**src/rtl/hs_burst_receiver.sv**
```systemverilog
// Four-phase Req/Ack burst receiver writing each word to a memory write port (one write per handshake), auto-incrementing the address.
// All outputs registered: Req sampled at edge N gives WriteEnable/Ack after edge N; Ready pulses READY_CYCLES cycles at burst end.
// Optional stall watchdog: define HS_BURST_RECEIVER_TIMEOUT_EN (otherwise a stalled burst waits indefinitely and Error stays 0).
module hs_burst_receiver #(
    parameter int DATA_W         = 16,
    parameter int ADDR_W         = 4,
    parameter int READY_CYCLES   = 2,
    parameter int TIMEOUT_CYCLES = 255
) (
    input  logic              Clock_i,
    input  logic              ResetN_i,
    input  logic              Req_i,
    input  logic [DATA_W-1:0] Entrada_i,
    input  logic [ADDR_W-1:0] BaseAddr_i,
    input  logic [ADDR_W-1:0] Length_i,
    output logic              Ack_o,
    output logic [DATA_W-1:0] DataIn_o,
    output logic [ADDR_W-1:0] Address_o,
    output logic              WriteEnable_o,
    output logic              Busy_o,
    output logic              Ready_o,
    output logic              Error_o,
    output logic [ADDR_W:0]   WordCount_o
);

    typedef enum logic [2:0] {
        S_IDLE, S_CAPTURE, S_ACK_HOLD, S_WAIT_REQ, S_DONE, S_ERROR
    } state_t;

    localparam int RC_W = (READY_CYCLES > 1) ? $clog2(READY_CYCLES) : 1;
    localparam logic [ADDR_W:0] DEPTH = {1'b1, {ADDR_W{1'b0}}};

    state_t            state_q, state_d;
    logic [RC_W-1:0]   rdy_cnt_q, rdy_cnt_d;
    logic [ADDR_W-1:0] cnt_q, cnt_d;
    logic [ADDR_W:0]   len_q, len_d;
    logic [ADDR_W:0]   wc_q, wc_d;
    logic [DATA_W-1:0] data_q, data_d;
    logic [ADDR_W-1:0] addr_q, addr_d;
    logic              we_q, we_d;
    logic              ack_q, ack_d;
    logic              busy_q, busy_d;
    logic              ready_q, ready_d;

`ifdef HS_BURST_RECEIVER_TIMEOUT_EN
    localparam int TO_W = $clog2(TIMEOUT_CYCLES + 1);
    logic [TO_W-1:0] stall_q, stall_d;
    logic            err_q, err_d;
    logic            stalling;
    logic            timeout_hit;

    assign stalling    = ((state_q == S_ACK_HOLD) && Req_i) ||
                         ((state_q == S_WAIT_REQ) && !Req_i);
    assign timeout_hit = stalling && (stall_q == TO_W'(TIMEOUT_CYCLES - 1));
`endif

    // State register
    always_ff @(posedge Clock_i or negedge ResetN_i) begin
        if (!ResetN_i) begin
            state_q <= S_IDLE;
        end else begin
            state_q <= state_d;
        end
    end

    // Next-state logic
    always_comb begin
        state_d = state_q;
        case (state_q)
            S_IDLE:     if (Req_i) state_d = S_CAPTURE;
            S_CAPTURE:  state_d = S_ACK_HOLD;
            S_ACK_HOLD: begin
                if (!Req_i) state_d = (wc_q == len_q) ? S_DONE : S_WAIT_REQ;
`ifdef HS_BURST_RECEIVER_TIMEOUT_EN
                else if (timeout_hit) state_d = S_ERROR;
`endif
            end
            S_WAIT_REQ: begin
                if (Req_i) state_d = S_CAPTURE;
`ifdef HS_BURST_RECEIVER_TIMEOUT_EN
                else if (timeout_hit) state_d = S_ERROR;
`endif
            end
            S_DONE:     if (rdy_cnt_q == RC_W'(READY_CYCLES - 1)) state_d = S_IDLE;
`ifdef HS_BURST_RECEIVER_TIMEOUT_EN
            S_ERROR:    state_d = S_IDLE;
`endif
            default:    state_d = S_IDLE;
        endcase
    end

    // Next values of datapath and registered outputs
    always_comb begin
        cnt_d     = cnt_q;
        len_d     = len_q;
        wc_d      = wc_q;
        data_d    = data_q;
        addr_d    = addr_q;
        we_d      = 1'b0;
        ack_d     = ack_q;
        rdy_cnt_d = (state_q == S_DONE) ? rdy_cnt_q + RC_W'(1) : '0;
        case (state_q)
            S_IDLE: begin
                if (Req_i) begin
                    cnt_d  = BaseAddr_i;
                    len_d  = (Length_i == '0) ? DEPTH : {1'b0, Length_i};
                    wc_d   = '0;
                    data_d = Entrada_i;
                    addr_d = BaseAddr_i;
                    we_d   = 1'b1;
                    ack_d  = 1'b1;
                end
            end
            S_CAPTURE: begin
                wc_d  = wc_q + (ADDR_W+1)'(1);
                cnt_d = cnt_q + ADDR_W'(1);
            end
            S_ACK_HOLD: if (!Req_i) ack_d = 1'b0;
            S_WAIT_REQ: begin
                if (Req_i) begin
                    data_d = Entrada_i;
                    addr_d = cnt_q;
                    we_d   = 1'b1;
                    ack_d  = 1'b1;
                end
            end
            default: ;
        endcase
`ifdef HS_BURST_RECEIVER_TIMEOUT_EN
        err_d   = err_q;
        stall_d = (state_d != state_q) ? '0 : (stalling ? stall_q + TO_W'(1) : stall_q);
        if ((state_q == S_IDLE) && Req_i) err_d = 1'b0;
        if (state_d == S_ERROR) begin
            ack_d = 1'b0;
            we_d  = 1'b0;
            err_d = 1'b1;
        end
`endif
        busy_d  = (state_d != S_IDLE);
        ready_d = (state_d == S_DONE);
    end

    always_ff @(posedge Clock_i or negedge ResetN_i) begin
        if (!ResetN_i) begin
            rdy_cnt_q <= '0;
            cnt_q     <= '0;
            len_q     <= '0;
            wc_q      <= '0;
            data_q    <= '0;
            addr_q    <= '0;
            we_q      <= 1'b0;
            ack_q     <= 1'b0;
            busy_q    <= 1'b0;
            ready_q   <= 1'b0;
        end else begin
            rdy_cnt_q <= rdy_cnt_d;
            cnt_q     <= cnt_d;
            len_q     <= len_d;
            wc_q      <= wc_d;
            data_q    <= data_d;
            addr_q    <= addr_d;
            we_q      <= we_d;
            ack_q     <= ack_d;
            busy_q    <= busy_d;
            ready_q   <= ready_d;
        end
    end

`ifdef HS_BURST_RECEIVER_TIMEOUT_EN
    always_ff @(posedge Clock_i or negedge ResetN_i) begin
        if (!ResetN_i) begin
            stall_q <= '0;
            err_q   <= 1'b0;
        end else begin
            stall_q <= stall_d;
            err_q   <= err_d;
        end
    end
    assign Error_o = err_q;
`else
    assign Error_o = 1'b0;
`endif

    assign Ack_o         = ack_q;
    assign DataIn_o      = data_q;
    assign Address_o     = addr_q;
    assign WriteEnable_o = we_q;
    assign Busy_o        = busy_q;
    assign Ready_o       = ready_q;
    assign WordCount_o   = wc_q;

endmodule
```
**config.mk**
```make
export PLATFORM = sky130hd
export DESIGN_NAME = hs_burst_receiver
export DESIGN_NICKNAME = d
export VERILOG_FILES = /design/src/rtl/hs_burst_receiver.sv
export SDC_FILE = /design/constraint.sdc
export NUM_CORES = 1
export LEC_CHECK = 0
export CAP_MARGIN = 10
export CORE_ASPECT_RATIO = 1.1
export CORE_MARGIN = 2
export CORE_UTILIZATION = 44
export CTS_BUF_LIST = sky130_fd_sc_hd__clkbuf_4
export DETAILED_ROUTE_END_ITERATION = 8
export PLACE_DENSITY_LB_ADDON = 0.25
export SYNTH_ARGS = -nofsm -noshare
export SYNTH_HDL_FRONTEND = slang
export SYNTH_SLANG_ARGS = --single-unit
```
**constraint.sdc**
```tcl
create_clock -name Clock_i -period 1.6 [get_ports Clock_i]
set_input_delay 0.32 -clock Clock_i [delete_from_list [all_inputs] [get_ports Clock_i]]
set_output_delay 0.32 -clock Clock_i [all_outputs]
set_load 0.005 [all_outputs]
```
=== After elaboration in Yosys (flattened, before gate mapping) ===
Index checks and enable logic that the tools add are counted.
W data, S select, Z words.

* Equality and inequality tests: 10
* Reduce and logical (&&, ||, !) cells: 12
* Divide/modulo/power cells: 0
* Multiplexer cells: 18
* Shifts and indexed selects: 0
* $mul: 0
* $lt $le $gt $ge: 0
* Bitwise operators: 0
* Add/subtract/negate cells: 3

{| class="wikitable"
|+ Operator list
! cell !! count
|-
| $pmux W4 S2 || 2
|-
| $mux W3 || 4
|-
| $pmux W3 S4 || 1
|-
| $mux W5 || 2
|-
| $pmux W5 S2 || 1
|-
| $mux W4 || 2
|-
| $eq A3 B2 Y1 const B || 2
|-
| $eq A3 B3 Y1 const B || 2
|-
| $ne A2 B2 Y1 const B || 3
|-
| $reduce_and A2 Y1 || 3
|-
| $reduce_and A3 Y1 || 2
|-
| $reduce_bool A2 Y1 || 3
|-
| $add A5 B1 Y5 const B || 1
|-
| $eq A5 B5 Y1 || 1
|-
| $mux W1 || 5
|-
| $add A4 B1 Y4 const B || 1
|-
| $logic_not A4 Y1 || 1
|-
| $eq A3 B1 Y1 const B || 1
|-
| $logic_not A3 Y1 || 1
|-
| $reduce_bool A3 Y1 || 1
|-
| $ne A2 B1 Y1 const B || 1
|-
| $pmux W1 S2 || 1
|-
| $reduce_or A2 Y1 || 1
|-
| $add A1 B1 Y1 const B || 1
|}

* Memory bits (writable): 0
* Memory bits (read-only): 0
* Memories kept: 0
* Input bits: 27
* Bits in latches: 0
* Register bits: 42

=== Depth between registers and ports, before layout ===
* Depth after elaboration: 5
* Depth in mapped cells: 5
* Gate-level depth less buffers: 3

=== Worst setup path before layout ===
OpenSTA, ideal clock, no wires.

* Path type: register to register
* From: reg state_q[1]
* To: reg addr_q[1], in the netlist Address_o[1]
* Cell stages (with the launch flop): 6
* Clock period less this slack: 1.539 ns
* Arrival time: 1.414 ns
* Buffers on the path: 2
* Data required time: 1.475 ns
* Path slack: 0.061 ns
* Setup time: 0.125 ns
* Cell sequence: dfrtp_1 > buf_6 > nor2b_4 > and4bb_2 > buf_6 > mux2_4

* Longest elaborated chain between the ends: 3

{| class="wikitable"
|+ RTL lines
! item !! line !! source
|-
| from (decl) || 33 || <nowiki>state_t state_q, state_d;</nowiki>
|-
| from (signal assigned) || 62 || <nowiki>state_q <= state_d;</nowiki>
|-
| $eq A3 B2 Y1 / $logic_not A3 Y1 (equally long branches) || 102 || <nowiki>case (state_q)</nowiki>
|-
| $ne A2 B2 Y1 (no source line) / $reduce_bool A2 Y1 (equally long branches) || n/a ||
|-
| $reduce_and A3 Y1 (no source line) || n/a ||
|-
| to (signal assigned) || 161 || <nowiki>addr_q <= addr_d;</nowiki>
|-
| to (decl) || 39 || <nowiki>logic [ADDR_W-1:0] addr_q, addr_d;</nowiki>
|}

Several ways; a longest one is shown, not always the timed one.
A chain may end at the register's enable or synchronous reset.

=== Worst setup path after layout ===
* From: reg state_q[1]
* To: reg addr_q[0], in the netlist Address_o[0]

The elaborated chain is that of the path after synthesis.

==> results.md <==
- Status: finished, final reports clean
- Design Area, Final: 2970 sq um
- CTS tree: built
- Slew Limit Fails: 0
- Reg power frac: 34.7%
- Clock power frac: 9.2%
- Worst vdd ir: 0.000964 V
- Mapped Cells: 152
- Number of cells on the worst reg-to-reg path: 4
- Switching portion of total power: 32.3%
- Internal: 3.76 mW
- Tmin final: 1570 ps
- IO Port Bufs: 55
- Most common cell in the netlist: dfrtp_1
- Synth top area cells: dfrtp_1 52%, mux2_4 14%, mux2_2 4.5%, nand2_1 3.3%, buf_6 3.3%
- Count of cell types in the netlist: 40
- Mean post-synth cell area: 13.3 sq um
- Die ar.: 5140 sq um
- Share of cells above drive strength 1: 34.9%
- #FFs+latches synth: 42
- Number of enable flip-flop cells after synthesis: 0
- Initial Util: 46.4%
- Final Non-Filler Cells: 295
- Antenna-violating nets left: 0
- Synth top area share: 52.1%
- Worst setup SP type: flip-flop
- Clock Tree Buf Depth: 2
- Fmax: 0.635 GHz
- Vias in the first global route: 1574
- Antenna diode count: 0
- Placeable Area: 4350 sq um
- Die H: 75.0 microns
- Vias: 1510
- Yosys warnings: 0
- # clock sinks: 42
- Asr flop ratio synth: 100%
- Post-Syn Area: 2020 sq um
- Final setup viols: 0
- CP arrival: 1800 ps
- Met2 Usage GRT: 33.4%
- Drt wl/cell: 15.8 microns
- DRC Markers: 0
- Worst Path Required: 1830 ps
- HP Class: input port to asynchronous set/reset pin
- Initial antenna violation count: 0
- Final hold vios: 0
- Power Dens Cells: 1870 nW/um^2
- Critical path type: flip-flop to flip-flop
- Overflow after GRT: 0
- Met1 usage: 24.0%
- GRT busiest layer: met2
- Fin nets: 269
- All-Layer GR Usage: 19.9%
- Met3 Use GR: 6.43%
- Crit path max fanout: 7
- Largest net degree at the start of global routing: 25
- Worst reg2reg path endpoint: Address_o[0]
- Leakage: 1.53 nW
- H-tree levels: 2
- Placed insts: 268
- First-pass iteration count of the detailed router: 4
- Post-DP Area: 2690 sq um
- Final Skew: 10.9 ps
- Via-per-instance ratio: 5.12
- Fin crit share: 98.4%
- IO Count: 57
- Row cnt: 25
- Seq/Total Area, Yosys: 52.1%
- First-pass GRT wire length: 7430 microns
- Gp weighted congestion: 0.775
- Num CTS Buffers: 5
- Clk root buf: clkbuf_4
- Crit. End Element: flip-flop
- Max Cap Viol: 0
- Yosys top cell by area: dfrtp_1
- Area growth, synth to finish: 47.5%
- Reported net switching power: 1.80 mW
- Die extent in x: 68.6 microns
- Final HPWL DP: 3390 microns
- Clock slew at reported path FFs: 120 ps
- Setup_tns: 0 ps
- Syn Nets: 181
- Iter 0 DRT Violations: 67
- Synth cell count leaders: 42 x dfrtp_1, 19 x mux2_4, 18 x nand2_1, 8 x mux2_2, 6 x buf_6
- Ys flop type: dfrtp_1
- Reg2reg start: state_q[1]
- Worst reg2reg setup slack: 30 ps
- Worst-Skew Late Latency: 340 ps
- Combinational fraction of design power: 56.1%
- DRT Wirelength: 4670 microns
==> metal layers <==
metal,vias to the layer above,part of all wire [%],wire length [microns]
met5,-,0,0
met4,0,1.4,67
met3,8,6.3,296
met2,45,52,2440
met1,742,40,1860
li1,715,-,-
==> cell type report <==
cell class	instances	area [sq um]
Fill cell	314	1370
Multi-Input combinational cell	97	870
Clock buffer	6	45.0
Sequential cell	42	1060
Timing Repair Buffer	92	918
Clock inverter	2	8.76
Tap cell	54	67.6
Inverter	2	7.51
==> power by group through the flow <==
stage          sequential, mW  combinational, mW  clock [mW]
2_1_floorplan            1.88               1.61           0
3_3_place_gp             1.95               2.65           0
3_5_place_dp             1.97               2.75           0
4_1_cts                  1.94               2.86       0.529
5_1_grt                  1.99               3.37       0.584
6_report                 1.93               3.12       0.511
==> worst max-delay path by stage <==
stage                            start      endpoint  slack (ps)
after detailed placement         Req_i   DataIn_o[1]        -290
after floorplan             state_q[1]  Address_o[1]          60
final                       state_q[1]  Address_o[0]          30
after global placement           Req_i      cnt_q[3]        -270
after CTS                 Address_o[2]  Address_o[2]           9
after global routing      DataIn_o[12]  DataIn_o[12]         -10
==> flip-flops by register name, summed over array words and instances (netlist names), 3 cells and up <==
| signal | cells |
|---|---|
| cnt_q | 4 |
| DataIn_o | 16 |
| Address_o | 4 |
| WordCount_o | 5 |
| len_q | 5 |
| state_q | 3 |
==> worst max-delay path, cell delays in order (launching register included) <==
cell and delay (ps):
dfrtp_2 470, nor2b_4 140, and4bb_4 380, buf_12 150, mux2_2 330
==> kinds of logic after synthesis <==
| group | Yosys count | share of synthesized area (%) |
|---|---|---|
| muxes | 29 | 19.6 |
| and+or+nand+nor | 40 | 12.2 |
| adders and majority gates | 2 | 1.24 |
| buffers and inverters | 13 | 5.33 |
| DFF | 42 | 52.1 |
| other | 1 | 0.186 |
| AOI/OAI and AO/OA | 20 | 7.13 |
| xor gates and xnor gates | 5 | 2.17 |
==> what timing repair did <==
item                                    in CTS  in global routing
cloned                                       0                  1
resized for setup                            7                 21
hold buffers                                 1                  0
pin swaps                                    1                  2
buffers inserted                             4                 13
endpoints found under the setup margin      18                 25
hold endpoints to repair                    18                  0
==> through the flow <==
stage	worst slack [ps]	hold slack, ps	utilization (%)	total power [mW]
after floorplan	60.9	24.4	-	3.50
after global placement	-265	283	61.9	4.59
after detailed placement	-293	294	61.9	4.72
after CTS	8.63	457	64.2	5.32
after global routing	-12.7	463	68.4	5.95
final	26.4	451	68.4	5.56
==> layout by cell type (no fill, tap or decap), types with 2 or more instances in the layout <==
master,synthesis,routed
dfrtp_1,42,37
clkdlybuf4s50_1,0,37
buf_4,3,31
mux2_4,19,20
nand2_1,18,18
dlymetal6s2s_1,0,16
mux2_2,8,7
clkbuf_4,0,6
dfrtp_2,0,5
xor2_1,5,5
nor2_1,4,4
a21oi_1,5,4
nor4_1,3,3
inv_1,2,2
a31o_2,2,2
a211oi_1,2,2
nor3_1,2,2
nand4_1,2,2
mux2i_1,2,2
o21ai_0,2,2
a22o_1,2,2
ha_1,2,2
buf_12,0,2
No activity file was read; power rests on OpenSTA's default activity.
